[config.mk]
export PLATFORM = sky130hd
export DESIGN_NAME = rib_xbar
export DESIGN_NICKNAME = d
export VERILOG_FILES = /design/src/rtl/rib_pkg.sv /design/src/rtl/rib_rr_arbiter.sv /design/src/rtl/rib_xbar.sv
export SDC_FILE = /design/constraint.sdc
export NUM_CORES = 1
export LEC_CHECK = 0
export ABC_AREA = 1
export CAP_MARGIN = 0
export CORE_AREA = 2 2 311 313
export DETAILED_ROUTE_END_ITERATION = 6
export DIE_AREA = 0 0 313 315
export PLACE_DENSITY = 0.36
export SETUP_SLACK_MARGIN = 0.15
export SYNTH_ARGS = -nofsm -noshare
export SYNTH_HDL_FRONTEND = slang
export SYNTH_HIERARCHICAL = 1
export SYNTH_SLANG_ARGS = --single-unit
[constraint.sdc]
create_clock -name clk -period 4.6 [get_ports clk]
set_input_delay 1.38 -clock clk [delete_from_list [all_inputs] [get_ports clk]]
set_output_delay 1.38 -clock clk [all_outputs]
set_load 0.05 [all_outputs]
[src/rtl/rib_pkg.sv]
// Shared RIB interconnect constants: FSM encodings, error read data and width helpers.
// Imported by the crossbar and its arbiter.
package rib_pkg;

    localparam logic [0:0] RIB_ST_IDLE = 1'b0;
    localparam logic [0:0] RIB_ST_BUSY = 1'b1;

    localparam logic [31:0] RIB_ERR_DATA = 32'h0000_0000;

    function automatic int rib_idx_w(input int n);
        return (n > 1) ? $clog2(n) : 1;
    endfunction

    // Timeout counter must represent TIMEOUT itself so it can saturate there.
    function automatic int rib_cnt_w(input int tmo);
        return (tmo > 0) ? $clog2(tmo + 1) : 1;
    endfunction

endpackage

[src/rtl/rib_rr_arbiter.sv]
// Combinational request picker: round-robin from rr_ptr, or fixed priority (index 0 wins).
// Zero latency; grant is all-zero when nothing requests.
module rib_rr_arbiter
    import rib_pkg::*;
#(
    parameter int NUM_M = 4,
    parameter bit RR_EN = 1'b1,
    localparam int IW   = rib_idx_w(NUM_M)
) (
    input  logic [NUM_M-1:0] req,
    input  logic [IW-1:0]    rr_ptr,
    output logic [NUM_M-1:0] gnt,
    output logic [IW-1:0]    gnt_idx
);

    logic [IW:0]   sum;
    logic [IW-1:0] base;
    logic [IW-1:0] cand;
    logic          found;

    always_comb begin
        gnt     = '0;
        gnt_idx = '0;
        found   = 1'b0;
        sum     = '0;
        cand    = '0;
        base    = RR_EN ? rr_ptr : '0;
        for (int k = 0; k < NUM_M; k++) begin
            // rr_ptr < NUM_M, so one conditional subtract is enough to wrap.
            sum = {1'b0, base} + (IW+1)'(k);
            if (sum >= (IW+1)'(NUM_M)) begin
                sum = sum - (IW+1)'(NUM_M);
            end
            cand = sum[IW-1:0];
            if (!found && req[cand]) begin
                found     = 1'b1;
                gnt_idx   = cand;
                gnt[cand] = 1'b1;
            end
        end
    end

endmodule

[src/rtl/rib_xbar.sv]
// NUM_M masters share one registered-arbitration path to NUM_S slaves; min 2 cycles req->ack.
// Non-granted masters see hold_flag until acked; decode errors and timeouts complete with m_err.
module rib_xbar
    import rib_pkg::*;
#(
    parameter int NUM_M   = 4,
    parameter int NUM_S   = 4,
    parameter int AW      = 32,
    parameter int DW      = 32,
    parameter int SEL_W   = 4,
    parameter bit RR_EN   = 1'b1,
    parameter int TIMEOUT = 255
) (
    input  logic                  clk,
    input  logic                  rst,
    input  logic [NUM_M-1:0]      m_req,
    input  logic [NUM_M-1:0]      m_we,
    input  logic [NUM_M*AW-1:0]   m_addr,
    input  logic [NUM_M*DW-1:0]   m_wdata,
    output logic [NUM_M*DW-1:0]   m_rdata,
    output logic [NUM_M-1:0]      m_ack,
    output logic [NUM_M-1:0]      m_err,
    output logic [NUM_M-1:0]      hold_flag,
    output logic [NUM_S-1:0]      s_req,
    output logic [NUM_S-1:0]      s_we,
    output logic [NUM_S*AW-1:0]   s_addr,
    output logic [NUM_S*DW-1:0]   s_wdata,
    input  logic [NUM_S*DW-1:0]   s_rdata,
    input  logic [NUM_S-1:0]      s_ack
);

    localparam int IW       = rib_idx_w(NUM_M);
    localparam int TW       = rib_cnt_w(TIMEOUT);
    localparam int TMO_LAST = (TIMEOUT > 0) ? TIMEOUT - 1 : 0;
    localparam int TMO_SAT  = (TIMEOUT > 0) ? TIMEOUT : 1;

    logic [0:0]    state_q,   state_d;
    logic [IW-1:0] gnt_idx_q, gnt_idx_d;
    logic [IW-1:0] rr_ptr_q,  rr_ptr_d;
    logic [TW-1:0] tmo_cnt_q, tmo_cnt_d;

    logic [NUM_M-1:0] arb_gnt;
    logic [IW-1:0]    arb_idx;

    rib_rr_arbiter #(
        .NUM_M (NUM_M),
        .RR_EN (RR_EN)
    ) u_arb (
        .req     (m_req),
        .rr_ptr  (rr_ptr_q),
        .gnt     (arb_gnt),
        .gnt_idx (arb_idx)
    );

    logic             cur_req;
    logic             cur_we;
    logic [AW-1:0]    cur_addr;
    logic [DW-1:0]    cur_wdata;
    logic [SEL_W-1:0] sel;
    logic             dec_ok;
    logic             s_ack_sel;
    logic [DW-1:0]    s_rdata_sel;

    always_comb begin
        cur_req   = 1'b0;
        cur_we    = 1'b0;
        cur_addr  = '0;
        cur_wdata = '0;
        for (int i = 0; i < NUM_M; i++) begin
            if (gnt_idx_q == IW'(i)) begin
                cur_req   = m_req[i];
                cur_we    = m_we[i];
                cur_addr  = m_addr[i*AW +: AW];
                cur_wdata = m_wdata[i*DW +: DW];
            end
        end
        sel    = cur_addr[AW-1 -: SEL_W];
        dec_ok = ({1'b0, sel} < (SEL_W+1)'(NUM_S));
        s_ack_sel   = 1'b0;
        s_rdata_sel = '0;
        for (int j = 0; j < NUM_S; j++) begin
            if (sel == SEL_W'(j)) begin
                s_ack_sel   = s_ack[j];
                s_rdata_sel = s_rdata[j*DW +: DW];
            end
        end
    end

    logic live;
    logic s_go;
    logic tmo_hit;
    logic ack_ok;
    logic ack_err;
    logic any_ack;

    // Gating with rst means a transaction interrupted by reset never acks.
    assign live    = rst && (state_q == RIB_ST_BUSY) && cur_req;
    assign s_go    = live && dec_ok;
    assign tmo_hit = (TIMEOUT != 0) && (tmo_cnt_q == TW'(TMO_LAST));
    assign ack_ok  = s_go && s_ack_sel;
    assign ack_err = live && (!dec_ok || (!s_ack_sel && tmo_hit));
    assign any_ack = ack_ok || ack_err;

    always_comb begin
        s_req   = '0;
        s_we    = '0;
        s_addr  = '0;
        s_wdata = '0;
        for (int j = 0; j < NUM_S; j++) begin
            if (s_go && (sel == SEL_W'(j))) begin
                s_req[j]              = 1'b1;
                s_we[j]               = cur_we;
                s_addr[j*AW +: AW]    = {{SEL_W{1'b0}}, cur_addr[AW-SEL_W-1:0]};
                s_wdata[j*DW +: DW]   = cur_wdata;
            end
        end
    end

    always_comb begin
        m_ack   = '0;
        m_err   = '0;
        m_rdata = '0;
        for (int i = 0; i < NUM_M; i++) begin
            if (gnt_idx_q == IW'(i)) begin
                m_ack[i]            = any_ack;
                m_err[i]            = ack_err;
                m_rdata[i*DW +: DW] = ack_ok ? s_rdata_sel : DW'(RIB_ERR_DATA);
            end
        end
    end

    assign hold_flag = m_req & ~m_ack;

    always_comb begin
        state_d   = state_q;
        gnt_idx_d = gnt_idx_q;
        rr_ptr_d  = rr_ptr_q;
        tmo_cnt_d = tmo_cnt_q;
        case (state_q)
            RIB_ST_IDLE: begin
                tmo_cnt_d = '0;
                if (|arb_gnt) begin
                    state_d   = RIB_ST_BUSY;
                    gnt_idx_d = arb_idx;
                end
            end
            RIB_ST_BUSY: begin
                if (!cur_req) begin
                    // Master withdrew without an ack: drop it, keep fairness pointer.
                    state_d = RIB_ST_IDLE;
                end else if (any_ack) begin
                    state_d  = RIB_ST_IDLE;
                    rr_ptr_d = (gnt_idx_q == IW'(NUM_M - 1)) ? '0 : gnt_idx_q + IW'(1);
                end else if (tmo_cnt_q != TW'(TMO_SAT)) begin
                    tmo_cnt_d = tmo_cnt_q + TW'(1);
                end
            end
            default: state_d = RIB_ST_IDLE;
        endcase
    end

    always_ff @(posedge clk) begin
        if (!rst) begin
            state_q   <= RIB_ST_IDLE;
            gnt_idx_q <= '0;
            rr_ptr_q  <= '0;
            tmo_cnt_q <= '0;
        end else begin
            state_q   <= state_d;
            gnt_idx_q <= gnt_idx_d;
            rr_ptr_q  <= rr_ptr_d;
            tmo_cnt_q <= tmo_cnt_d;
        end
    end

endmodule

# == After elaboration in Yosys (flattened, before gate mapping) ==
# Cells that the tools add are included.
# classes
n_addsub,9
multipliers,0
div_mod_pow,0
n_lt_le_gt_ge,13
n_eq_ne,11
shift,0
n_mux,93
n_bitwise,6
n_reduce_logical,30
# op_table
operator,n
$mux W32,21
$mux W28,4
$mux W1,42
$mux W8,3
$mux W2,9
$logic_and A1 B1 Y1,17
$mux W4,4
$pmux W8 S2,1
$lt A2 B3 Y1 const B,4
$or A4 B4 Y4,3
$ge A3 B3 Y1 const B,3
$add A8 B1 Y8 const B,1
$bmux W1 S2,4
$demux W1 S2,4
$eq A4 B2 Y1 const B,2
$eq A8 B8 Y1 const B,1
$ge A2 B1 Y1 const B,4
$ne A8 B8 Y1 const B,1
$sub A2 B1 Y2 const B,4
$add A2 B2 Y3 const B,2
$reduce_and A3 Y1,2
$logic_not A1 Y1,5
$and A4 B4 Y4,1
$eq A2 B2 Y1 const B,2
other kinds (16),18
# totals
register_bits,13
latch_bits,0
ramBits,0
rom_bits,0
memories,0

# == Logic depth before layout (Yosys ltp) ==
# depth
depth_word,18
mapped_depth,17
ltp_nobuf,16

# == Cells and area by module ==
# The synthesis kept the hierarchy.
# by_module_without_submodules
module,n_inst,cells_per_inst,area_per_inst_um2,seq_area_each_um2
rib_xbar,1,1093,5504.0,260.2
rib_rr_arbiter,1,73,439.2,0.0

# == Worst setup path after synthesis ==
# Ideal clock, no wire load.
# synth_path
path_type,input-to-output
start,input port m_addr[95]
end,output port s_addr[100]
arrival_time_ps,3932
slack_ps,-712
stages,11
n_path_buf,1
cell_sequence,nand3b_1 nand2_1 inv_1 a21oi_4 nand2_1 nor2_4 inv_2 nor2_1 inv_2 clkbuf_1 nor2_1
# synth_via
elab_chain_len,6
word_cells_on_any_way,7
# synth_rtl
item,line,text
"start, declared",rib_xbar.sv:18,"input logic [NUM_M*AW-1:0] m_addr,"
$mux W32 * (2 in a row),rib_xbar.sv:70,if (gnt_idx_q == IW'(i)) begin
$lt A4 B3 Y1,rib_xbar.sv:78,"dec_ok = ({1'b0, sel} < (SEL_W+1)'(NUM_S));"
$logic_and A1 B1 Y1,rib_xbar.sv:98,assign s_go = live && dec_ok;
$logic_and A1 B1 Y1 *,rib_xbar.sv:110,if (s_go && (sel == SEL_W'(j))) begin
$mux W28 *,rib_xbar.sv:110,
"end, declared",rib_xbar.sv:26,"output logic [NUM_S*AW-1:0] s_addr,"
# Every way passes the cells marked *; elsewhere a longest branch is shown, timed or not.

# == Worst setup path in the final report ==
# layout_path
start,input port m_addr[31]
end,output port m_rdata[112]
# layout_via
elab_chain_len,12
word_cells_on_any_way,21
# layout_rtl
item,line,text
$mux W32 * (4 in a row),rib_xbar.sv:70,
$logic_not A4 Y1,rib_xbar.sv:82,if (sel == SEL_W'(j)) begin
$mux W1 (4 in a row),rib_xbar.sv:82,
$logic_and A1 B1 Y1,rib_xbar.sv:100,assign ack_ok = s_go && s_ack_sel;
$mux W32 *,rib_xbar.sv:127,m_rdata[i*DW +: DW] = ack_ok ? s_rdata_sel : DW'(RIB_ERR_DATA);
$mux W32 *,rib_xbar.sv:124,if (gnt_idx_q == IW'(i)) begin
"end, declared",rib_xbar.sv:20,"output logic [NUM_M*DW-1:0] m_rdata,"
# Marked as above.

==> results.toml <==
[route]
drt-total-wl_mm = 80.1
wire_per_inst_um = 23.7
ant_nets = 0
first_pass_iters = 7
dr.first_iter.drc_count = 687
vias_per_cell = 3.70
num_vias = 12504
drc = 0

[logic_synthesis]
ys_top_cells_by_area = "nor2_1 (26%), o21ai_0 (10%), nand3_1 (8.1%), a22oi_1 (7.7%), a21oi_1 (7.2%)"
ys_ff_latch = 13
avgSynthCellArea_um2 = 5.10
ys_types = 37
synth_top_area_share_pct = 25.8
synth-seq-area-share_pct = 4.38
synthSimpleGateAreaFrac_pct = 46.8
synthMuxAreaShare_pct = 0
synth_top_family_by_area = "simple AND/OR/NAND/NOR gates"
syn_inst = 1166
syn_area_um2 = 5940
synth_compound_area_share_pct = 33.9
synthXorXnorAreaFrac_pct = 0
synthAdderAreaFrac_pct = 2.32
synth_area_leader_cell = "nor2_1"
yosys_warnings = 6

[critical_path]
critical_path.startpoint_type = "input pin"
crit_fanout = 8
critPathCaptureType = "primary output"
worstSetupEndpoint = "m_rdata[112]"
path_cells = "buf_4, inv_8, nand2_2, nand2_1, nand3_2, a21oi_4, nand2_2, nor2_4, clkinv_4, buf_12, buf_16, buf_6, nand4_1, o211ai_4, nor2_4, buf_12"
r2r_slack_ps = 1620
crit_start = "m_addr[31]"
worstReg2RegEnd = "tmo_cnt_q[4]$_SDFFE_PN0P_"
ff2ff_path_depth = 18
crit_arrival_ps = 3580
required_ps = 3220
critPathKind = "in2out"
slowest_delay_ps = 280
critPathSlowestCell = "a21oi_4"
rr_startpoint = "gnt_idx_q[0]$_SDFFE_PN0P_"

[timing]
post-route-min-period_ps = 4960
timing.final.ws_setup_ps = -357
fin_crit_sh_pct = 108
rsz0062_at_grt = "true"
relSlewSlack_pct = 27.8
max_freq_ghz = 0.202
hold_viol = 0
final-setup-viol-count = 377
worst_pin_slew_ps = 1080
drv_slew = 0
whs_ps = 509
finalSetupTns_ps = -72880
fin_skew_ps = 1.90

[grt]
grtUsageMet2_pct = 30.3
grt_use_met3_pct = 3.99
grt_pass1_vias = 12964
grt_pass1_wl_mm = 108
use_met1_pct = 16.6
overflow = 0
antenna_found_initial = 21
grt_usage_pct = 15.4
grt_start_max_net_pins = 107
grt-busiest-layer = "met2"

[placed_design]
dp_cells = 3304
dpl.hpwl_mm = 64.6
portBuffers = 785
routabilityCongestion = 0.882

[final_layout]
syn2layout_area_growth_pct = 306
layout_commonest_cell = "buf_12"
fillers = 10181
final_cell_count_no_fill = 3383
layout_common_cells = "buf_12 (430), clkdlybuf4s50_1 (378), nor2_4 (203)"
utilization_pct = 25.2
layout.nets = 2508
drive_gt1_share_pct = 52.1

[clock_network]
hold_buffers = 0
clkSinkCount = 13
cts_inserted_buffers = 3
cts_root_buf = "clkbuf_16"
cts_tree = "yes"
cts_buffer_depth = 2
clkSlewWorstSetupHoldPaths_ps = 50
clock_latency_ps = 240
cts.htree.levels = 1

[worst_hold_path]
min_from = "tmo_cnt_q[5]$_SDFFE_PN0P_"
holdPathStages = 2
hp-class = "reg2reg"

[run_status]
violations = "setup timing"
status = "finished with violations"

[floorplan]
rows = 114
core_um2 = 95700
initial_core_util_pct = 6.21
die_width_um = 313
io_pins = 802
die_area_um2 = 98600
die_h_um = 315

[power_and_ir_drop]
p_leak_uw = 0.00846
p_per_area_nw_per_um2 = 317
max-vdd-ir-drop_v = 0.000300

[run]
maxCapViolations = 0
==> power breakdown <==
part / internal [uW] / total (uW) / switching (uW)
combinational: 2840 / 7340 / 4500
sequential: 129 / 154 / 24.8
clock: 117 / 165 / 48.0
==> final cells by class <==
class	count	area (um2)	area share, %
repair buffers	1034	14600	60.7
well taps	1276	1600	6.62
inverters	47	258	1.07
multi-input cells	1000	7260	30.1
diodes	9	22.5	0.0934
flip-flops and latches	13	260	1.08
clock buffers	4	78.8	0.327
==> worst max-delay path, delay by kind of cell <==
kind,cells,cell delay [ps]
simple gates,7,840
buf+inv,7,840
compound gates,2,500
==> synth_stat cells, drive strengths merged <==
library cell,number
inv,45
o211ai,30
nor2,415
a211oi,2
nand2,97
a22oi,61
dfxtp,13
o21ai,132
o22ai,1
nand3b,1
clkbuf,71
nand3,101
buf,50
ha,11
a31oi,2
or2,1
o41ai,1
conb,1
clkinv,2
a21oi,86
o21bai,1
nand4,37
nor3b,1
a21boi,4
==> state kept, by name, indices dropped and copies added, names as in the netlist <==
| name | cells |
|---|---|
| state_q | 1 |
| gnt_idx_q | 2 |
| tmo_cnt_q | 8 |
| rr_ptr_q | 2 |
==> through the flow <==
| stage | worst slack (ps) | total power (uW) | instance area [um2] |
|---|---|---|---|
| finish | -357 | 7650 | 24100 |
| global route | -433 | 8170 | 24100 |
| CTS | -382 | 7810 | 24000 |
| detailed placement | -1090 | 6390 | 22200 |
| global placement | -1140 | 6390 | 22200 |
| floorplan | -273 | 3020 | 7710 |
==> cells by family after synthesis <==
family | after synthesis
AOI/OAI and AO/OA | 320
adders and majority gates | 11
buffers and inverters | 168
DFF | 13
other | 1
and+or+nand+nor | 653
==> how the worst min path moves through the flow <==
| stage | endpoint | slack [ps] |
|---|---|---|
| 2_1_floorplan | tmo_cnt_q[0]$_SDFFE_PN0P_ | 480 |
| 5_1_grt | tmo_cnt_q[5]$_SDFFE_PN0P_ | 530 |
| 4_1_cts | tmo_cnt_q[0]$_SDFFE_PN0P_ | 500 |
| 3_5_place_dp | tmo_cnt_q[0]$_SDFFE_PN0P_ | 490 |
| 6_report | tmo_cnt_q[5]$_SDFFE_PN0P_ | 510 |
| 3_3_place_gp | tmo_cnt_q[0]$_SDFFE_PN0P_ | 490 |
==> what timing repair did <==
action	4_1_cts	5_1_grt
pin swaps	82	26
gates cloned	17	0
resized for setup	276	21
buffers inserted	46	3
endpoints found under the hold margin	0	0
setup endpoints to repair	388	387
==> layer usage <==
metal  share of wire (%)  wire (um)  up-vias
met5                0.10         81        -
met4                 1.2        996       12
li1                    -          -     5841
met3                 7.2       5800       52
met1                  36      28900     5985
met2                  55      44300      614
(Power assumes the default switching activity.)
